### src/rtl/cacheline_adaptor.sv
// Converts a cache line request into a four-beat memory burst, assembling read beats into
// a line buffer and slicing the buffered write line into beats.
module cacheline_adaptor #(
    parameter int s_offset = 5,
    parameter int s_line   = 256,
    parameter int s_burst  = 64
) (
    input  logic               clk,
    input  logic               rst,
    input  logic [s_line-1:0]  line_i,
    output logic [s_line-1:0]  line_o,
    input  logic [31:0]        address_i,
    input  logic               read_i,
    input  logic               write_i,
    output logic               resp_o,
    input  logic [s_burst-1:0] burst_i,
    output logic [s_burst-1:0] burst_o,
    output logic [31:0]        address_o,
    output logic               read_o,
    output logic               write_o,
    input  logic               resp_i
);

    typedef enum logic [1:0] {
        IDLE  = 2'd0,
        READ  = 2'd1,
        WRITE = 2'd2,
        DONE  = 2'd3
    } state_t;

    state_t            r_state;
    state_t            w_nextState;
    logic [1:0]        r_beat;
    logic [s_line-1:0] r_line;
    logic [31:0]       r_addr;
    logic [31:0]       w_alignedAddr;
    logic              w_beatTaken;
    logic              w_lastBeat;
    logic              w_unusedAddrBits;

    // The byte offset within the line never reaches memory, so it is dropped at latch time.
    assign w_alignedAddr    = {address_i[31:s_offset], {s_offset{1'b0}}};
    assign w_unusedAddrBits = ^address_i[s_offset-1:0];

    assign w_beatTaken = resp_i && ((r_state == READ) || (r_state == WRITE));
    assign w_lastBeat  = w_beatTaken && (r_beat == 2'd3);
    assign line_o      = r_line;

    always_ff @(posedge clk) begin
        if (!rst) begin
            r_state <= IDLE;
        end else begin
            r_state <= w_nextState;
        end
    end

    always_comb begin
        w_nextState = r_state;
        read_o      = 1'b0;
        write_o     = 1'b0;
        resp_o      = 1'b0;
        burst_o     = '0;
        address_o   = '0;
        case (r_state)
            IDLE: begin
                if (write_i) begin
                    w_nextState = WRITE;
                end else if (read_i) begin
                    w_nextState = READ;
                end
            end
            READ: begin
                read_o    = 1'b1;
                address_o = r_addr;
                if (w_lastBeat) begin
                    w_nextState = DONE;
                end
            end
            WRITE: begin
                write_o   = 1'b1;
                address_o = r_addr;
                burst_o   = r_line[int'(r_beat)*s_burst +: s_burst];
                if (w_lastBeat) begin
                    w_nextState = DONE;
                end
            end
            DONE: begin
                resp_o      = 1'b1;
                w_nextState = IDLE;
            end
            default: begin
                w_nextState = IDLE;
            end
        endcase
    end

    // The beat counter wraps naturally from 3 to 0, so the next transaction starts at beat 0.
    always_ff @(posedge clk) begin
        if (!rst) begin
            r_beat <= 2'd0;
            r_line <= '0;
            r_addr <= '0;
        end else begin
            if (r_state == IDLE) begin
                if (write_i) begin
                    r_line <= line_i;
                    r_addr <= w_alignedAddr;
                end else if (read_i) begin
                    r_addr <= w_alignedAddr;
                end
            end
            if (w_beatTaken) begin
                r_beat <= r_beat + 2'd1;
                if (r_state == READ) begin
                    r_line[int'(r_beat)*s_burst +: s_burst] <= burst_i;
                end
            end
        end
    end

endmodule

### config.mk
export PLATFORM = sky130hd
export DESIGN_NAME = cacheline_adaptor
export DESIGN_NICKNAME = d
export VERILOG_FILES = /design/src/rtl/cacheline_adaptor.sv
export SDC_FILE = /design/constraint.sdc
export NUM_CORES = 1
export LEC_CHECK = 0
export CORE_AREA = 10 10 265 267
export CTS_BUF_LIST = sky130_fd_sc_hd__clkbuf_8
export CTS_CLUSTER_SIZE = 8
export DETAILED_ROUTE_END_ITERATION = 7
export DIE_AREA = 0 0 275 277
export DONT_BUFFER_PORTS = 1
export MAX_ROUTING_LAYER = met4
export SLEW_MARGIN = 10
export SYNTH_ARGS = -nofsm -noshare
export SYNTH_HDL_FRONTEND = slang
export SYNTH_SLANG_ARGS = --single-unit
### constraint.sdc
create_clock -name clk -period 2.8 [get_ports clk]
set_input_delay 0.42 -clock clk [delete_from_list [all_inputs] [get_ports clk]]
set_output_delay 0.42 -clock clk [all_outputs]
set_load 0.005 [all_outputs]
======== Word-level counts from Yosys, hierarchy flattened ========
Index checks and enable logic that the tools add are counted.
operators by class
  reduce and logical (&&, ||, !) cells .... 8
  equal/unequal tests ..................... 6
  shift-type cells ........................ 3
  multiplexer cells ....................... 17
  add/sub/neg operators ................... 2
operators by type and width
  kind                                                      count
  2-to-1 mux 256 bit                                        5
  bitwise mux 256 bit                                       1
  variable shift 64 x 33 -> 256 bit (first input constant)  1
  indexed part select 256 x 9 -> 64 bit                     1
  indexed part select 64 x 33 -> 256 bit                    1
  2-to-1 mux 32 bit                                         3
  2-to-1 mux 64 bit                                         1
  negation 8 -> 33 bit                                      1
  equality test 2 bit (second input constant)               3
  2-to-1 mux 2 bit                                          3
  one-hot mux 2 bit (3 select lines)                        1
  AND reduction 2 bit                                       2
  2-to-1 mux 1 bit                                          3
  inequality test 3 bit (second input constant)             1
  adder 2 x 1 -> 2 bit (second input constant)              1
  equality test 2 x 1 -> 1 bit (second input constant)      1
  logical AND 1 bit                                         2
  logical NOT 2 bit                                         1
  inequality test 2 x 1 -> 1 bit (second input constant)    1
  nonzero test 2 bit                                        1
  OR reduction 2 bit                                        1
  logical OR 1 bit                                          1
storage, ports and cells
  register bits ........................... 292
  output and inout bits ................... 355

======== Longest topological paths before layout ========
  depth after elaboration ................. 6
  depth in mapped cells ................... 10
  depth with buffers taken out ............ 5

======== Least setup slack after synthesis ========
OpenSTA, ideal clock, no wires.
  path kind ............................... flip-flop to flip-flop
  start point ............................. reg r_beat[0]
  end point ............................... reg r_line[105], in the netlist line_o[105]
  cell stages (with the launch flop) ...... 10
  path buffers ............................ 4
  clock period less this slack ............ 2.450 ns
  setup slack ............................. 0.350 ns
  required time ........................... 2.729 ns
  arrival ................................. 2.379 ns
  cells stage by stage .................... dfxtp_1 buf_2 buf_4 buf_2 inv_1 ha_1 or3b_1 nor3_4 buf_4 o2bb2ai_1
on the way
  word-level cells in the longest chain between the ends .. 5
RTL lines
  what                                                                                                line  source
  start, declared                                                                                     33    logic [1:0] r_beat;
  start signal, assigned                                                                              113   r_beat <= r_beat + 2'd1;
  negation 8 -> 33 bit (*)                                                                            115   r_line[int'(r_beat)*s_burst +: s_burst] <= burst_i;
  indexed part select 64 x 33 -> 256 bit / variable shift 64 x 33 -> 256 bit (equally long branches)  115
  bitwise mux 256 bit (*)                                                                             115
  2-to-1 mux 256 bit (*)                                                                              114   if (r_state == READ) begin
  2-to-1 mux 256 bit (*)                                                                              112   if (w_beatTaken) begin
  end signal, assigned                                                                                106   r_line <= line_i;
  end signal, assigned by index                                                                       115
  end, declared                                                                                       34    logic [s_line-1:0] r_line;
Every way passes the cells marked *; elsewhere a longest branch is shown, timed or not.
A chain may end at the register's enable or synchronous reset.

======== Final worst setup path ========
  start point ............................. reg r_state[0]
  end point ............................... reg r_line[158], in the netlist line_o[158]
on the way
  word-level cells in the longest chain between the ends .. 6
RTL lines
  what                    line  source
  start, declared         31    state_t r_state;
  start signal, assigned  53    r_state <= w_nextState;
  logical NOT 2 bit       104   if (r_state == IDLE) begin
  2-to-1 mux 256 bit      104
  2-to-1 mux 256 bit      99    if (!rst) begin
  bitwise mux 256 bit     115
  2-to-1 mux 256 bit      114
  2-to-1 mux 256 bit (*)  112
Every way passes the cells marked *; elsewhere a longest branch is shown, timed or not. The select of a mux whose other input is x is not followed.

==> results.md <==
- The clock-pin slew of the registers on the worst-case setup and hold paths is about 0.070 ns.
- The critical path goes through inv_1, ha_1, nand4_1, or4_4, buf_4, o22ai_1, dlygate4sd3_1.
- From left edge to right edge, the die measures around 280 microns.
- The routed design has about 72 mm of wire.
- The overall track demand over capacity in global routing is a little under a fifth.
- The cell area reported after detailed placement is roughly 15000 sq um.
- The worst setup path is launched from a flop.
- Of the cells placed in the final design, the portion with a size suffix greater than 1 is ~13%.
- The launching point of the worst reg2reg path is r_state[0]$_SDFFE_PN0P_.
- Sequential elements use about 42% of the synthesized area.
- The total congestion overflow is 0.
- The kind of cell with the highest combined delay on the critical path is buffers and inverters.
- Measured in cells, the most critical reg-to-reg path has a length of 7.
- In this run the register-to-register setup slack is about 0.072 ns.
- The accumulated negative setup slack is 0 ns.
- After layout, the worst path uses a little over nine tenths of the clock period.
- The die is about 280 microns tall.
- The number of cells produced by synthesis is approximately 1300.
- The slowest cell on the critical path is dlygate4sd3_1.
- Summing over every cut layer, the via total after detailed routing is between 10000 and 15000.
- The cell sitting at the root of the clock tree is a clkbuf_8.
- Routability-driven placement finished with a final weighted congestion of 0.8751.
- The core occupancy in the finished layout is roughly 30%.
- The number of core rows is 94.
- In this design, the stage delay of the slowest critical-path cell is approximately 0.57 ns.
- The number of top-level design ports is roughly 710.
- The worst setup path is captured at a flop.
- For the worst setup path, the data required time is 3.36 ns.
- The initial utilization of the core area, before any placement, comes to between 20% and 30%.
- The average instance in the mapped netlist occupies between 10 and 15 sq um.
- The actual transition at the worst max-transition pin is 0.9281 ns.
- Power spread over the standard cell area amounts to between 800 and 900 nW/um^2.
- In this run the most critical hold path is launched from line_i[27].
- The number of global-route vias before repair was between 10000 and 15000.
- The static power due to leakage is 8.063 nW.
- The maximum clock path buffer count is 3.
- Data on the critical path arrives at its endpoint at roughly 3.3 ns.
- The terminus of the critical flop-to-flop path is line_o[158]$_SDFF_PN0_.
- The top fanout value on the critical path is 33.
- The detailed-route DRC error count is 0.
- The half-perimeter wire length after placement is 49.06 mm.
- The total clock buffers created by CTS is 53.
- In the final routed layout, each cell accounts on average for about 29 microns.
- The maximum level of the CTS H-tree is 2.
- The count of nets left with antenna violations once routing finished came out at 0.
- For the final database, setup skew stands at roughly 0.022 ns.
- The library cell used most frequently in the layout, excluding fill and tap cells, is dlygate4sd3_1.
- VDD sags by at most 0.5400 mV.
- The remaining max-slew budget at the tightest pin is between 30% and 40%.
- The area growth from synthesis to layout is 41.87%.
- The clock insertion delay at the later pin of the skew report is between 0.6 and 0.7 ns.
- The kind of critical path is flop to flop.
- In this run the cell area of the synthesized design comes to roughly 14000 sq um.
- The clock sink total is 287.
- Once layout is done, the placed cells without fillers occupy 19600 sq um.
- The clock period could shrink to 2.728 ns.
- In the post-route analysis, the smallest setup slack over all paths is slightly above 0.07 ns.
- The largest net degree at the start of global routing is 74.
- The number of library cell types mapped by synthesis is 31.
- The worst hold slack is 0.06335 ns.
- The region available for standard cell placement spans roughly 65000 sq um.
- Setup violations remaining at the end of the flow were counted as 0.
- The number of warnings reported in the yosys synthesis log is 0.
- The count of pins over their slew limit came to 0.
- At the end of the flow, the number of nets in the layout was 1963.
- In this run the worst hold path is classified as primary input to flop.
- TritonCTS built the clock tree.
- In this run, synthesis produced a sequential element count of between 200 and 300.
- The post-placement worst setup slack is 0.5161 ns.
- The worst hold path endpoint is line_o[27]$_SDFF_PN0_.
- The number of max-capacitance violations reported is 0.
- The worst hold path passes through 2 cells.
- After the first detailed-routing iteration, the DRC count stood at roughly 1100.
- Using the TritonRoute via totals, the vias-per-cell ratio works out to 5.301.
- The die covers approximately 76000 sq um.
- Derived from the worst setup path, the maximum achievable clock frequency is ~0.37 GHz.
- The first detailed-routing pass took 5 iterations.
- The first global-routing pass estimated ~100 mm of wire.
- The total of fill cells in the finished design is 6498.
- The hold violation total from the final report is 0.
- The number of buffer and inverter instances along the worst setup path is 3.
- In the layout the commonest cells are dlygate4sd3_1 (343), dfxtp_1 (285), mux2i_1 (258).
- The flow ran to the end, and the final reports show no timing, DRC or antenna violations.
- The count of buffers added on input and output ports is 0.
- The initial antenna violation count is 15.
metal layers:
layer / part of all wire [%] / vias up / wire length [microns] / GRT usage [%]
met1: 35 / 6481 / 25240 / 19.37
met5: 0 / - / 0 / -
met2: 49 / 1105 / 35440 / 29.52
li1: - / 5528 / - / -
met3: 11 / 233 / 8217 / 5.767
met4: 4.9 / 0 / 3542 / 10.15
synth_stat cells, drive strengths merged:
cell type	number	area [sq um]
conb	1	3.750
dfxtp	287	5746
ha	10	125.1
mux4	64	1441
o22ai	128	800.8
clkbuf	64	240.2
and2	91	569.3
o2bb2ai	128	1121
mux2i	258	2582
o21ai	1	5.000
nor4	2	12.51
o211ai	1	7.510
a22oi	1	7.510
nor3	2	32.53
xnor2	1	8.760
nand3	1	5.000
a21oi	28	140.1
or4	1	7.510
nand4	4	25.02
or3b	1	8.760
nor2	2	7.510
a21o	1	7.510
or4b	1	10.01
nand2	130	488.0
nand2b	3	18.77
o21a	1	7.510
inv	5	18.77
buf	61	367.8
metrics by stage:
step	total power, W	std cells
floorplan	0.009389	1282
global placement	0.01082	2058
detailed placement	0.01100	2058
CTS	0.01605	2502
global route	0.01694	2518
finish	0.01617	2518
kinds of logic (layout without fill, tap and decap cells):
| group | after synthesis | in the layout | synth area share, % |
|---|---|---|---|
| compound gates | 289 | 289 | 15.18 |
| xor+xnor | 1 | 1 | 0.06341 |
| fa+ha+maj | 10 | 10 | 0.9056 |
| buf+inv | 130 | 489 | 4.537 |
| flops | 287 | 287 | 41.59 |
| mux | 322 | 322 | 29.13 |
| other cells | 1 | 18 | 0.02714 |
| simple gates | 238 | 238 | 8.576 |
state kept, by name, indices dropped and copies added, names as in the netlist:
signal / flops
r_beat: 2
r_state: 2
r_addr: 27
line_o: 256
worst register-to-register path, delay by kind of cell, from the launching register on:
kind / cells / cell delay, ns
adder cells (fa/ha/maj): 1 / 0.39
buffers and inverters: 3 / 0.97
AO/OA/AOI/OAI: 1 / 0.22
AND/OR/NAND/NOR: 2 / 0.72
flip-flops: 1 / 0.39
worst max path at each step:
stage	endpoint	depth (start not counted)	from
after floorplan	line_o[105]$_SDFF_PN0_	9	r_beat[0]$_SDFFE_PN0P_
after global placement	line_o[90]$_SDFF_PN0_	6	r_beat[0]$_SDFFE_PN0P_
after detailed placement	line_o[85]$_SDFF_PN0_	6	r_beat[0]$_SDFFE_PN0P_
after CTS	line_o[68]$_SDFF_PN0_	7	r_beat[0]$_SDFFE_PN0P_
after global routing	line_o[68]$_SDFF_PN0_	7	r_beat[0]$_SDFFE_PN0P_
final	line_o[158]$_SDFF_PN0_	7	r_state[0]$_SDFFE_PN0P_
power by group:
part | total [W] | internal (W) | switching, W
clock | 0.00440 | 0.00245 | 0.00194
sequential | 0.00601 | 0.00492 | 0.00108
combinational | 0.00577 | 0.00278 | 0.00298
area by class of cell:
| type | instances | area (sq um) | area share, % |
|---|---|---|---|
| Multi-Input combinational cell | 865 | 7551 | 38.53 |
| Sequential cell | 287 | 5753 | 29.35 |
| Timing Repair Buffer | 384 | 3999 | 20.40 |
| Tap cell | 864 | 1081 | 5.516 |
| Clock buffer | 71 | 977.2 | 4.986 |
| Clock inverter | 29 | 187.7 | 0.9576 |
| Antenna cell | 13 | 32.53 | 0.1660 |
| Inverter | 5 | 18.77 | 0.09576 |
what timing repair did:
item                                   CTS  global route
hold buffers                           344             0
gates resized for setup                  1            13
endpoints found under the hold margin  285             0
setup buffers                            0             2
cloned                                   0             1
setup endpoints to repair                4            43
pin swaps                                0             3
Note: power is estimated with default switching activity, not from simulation.
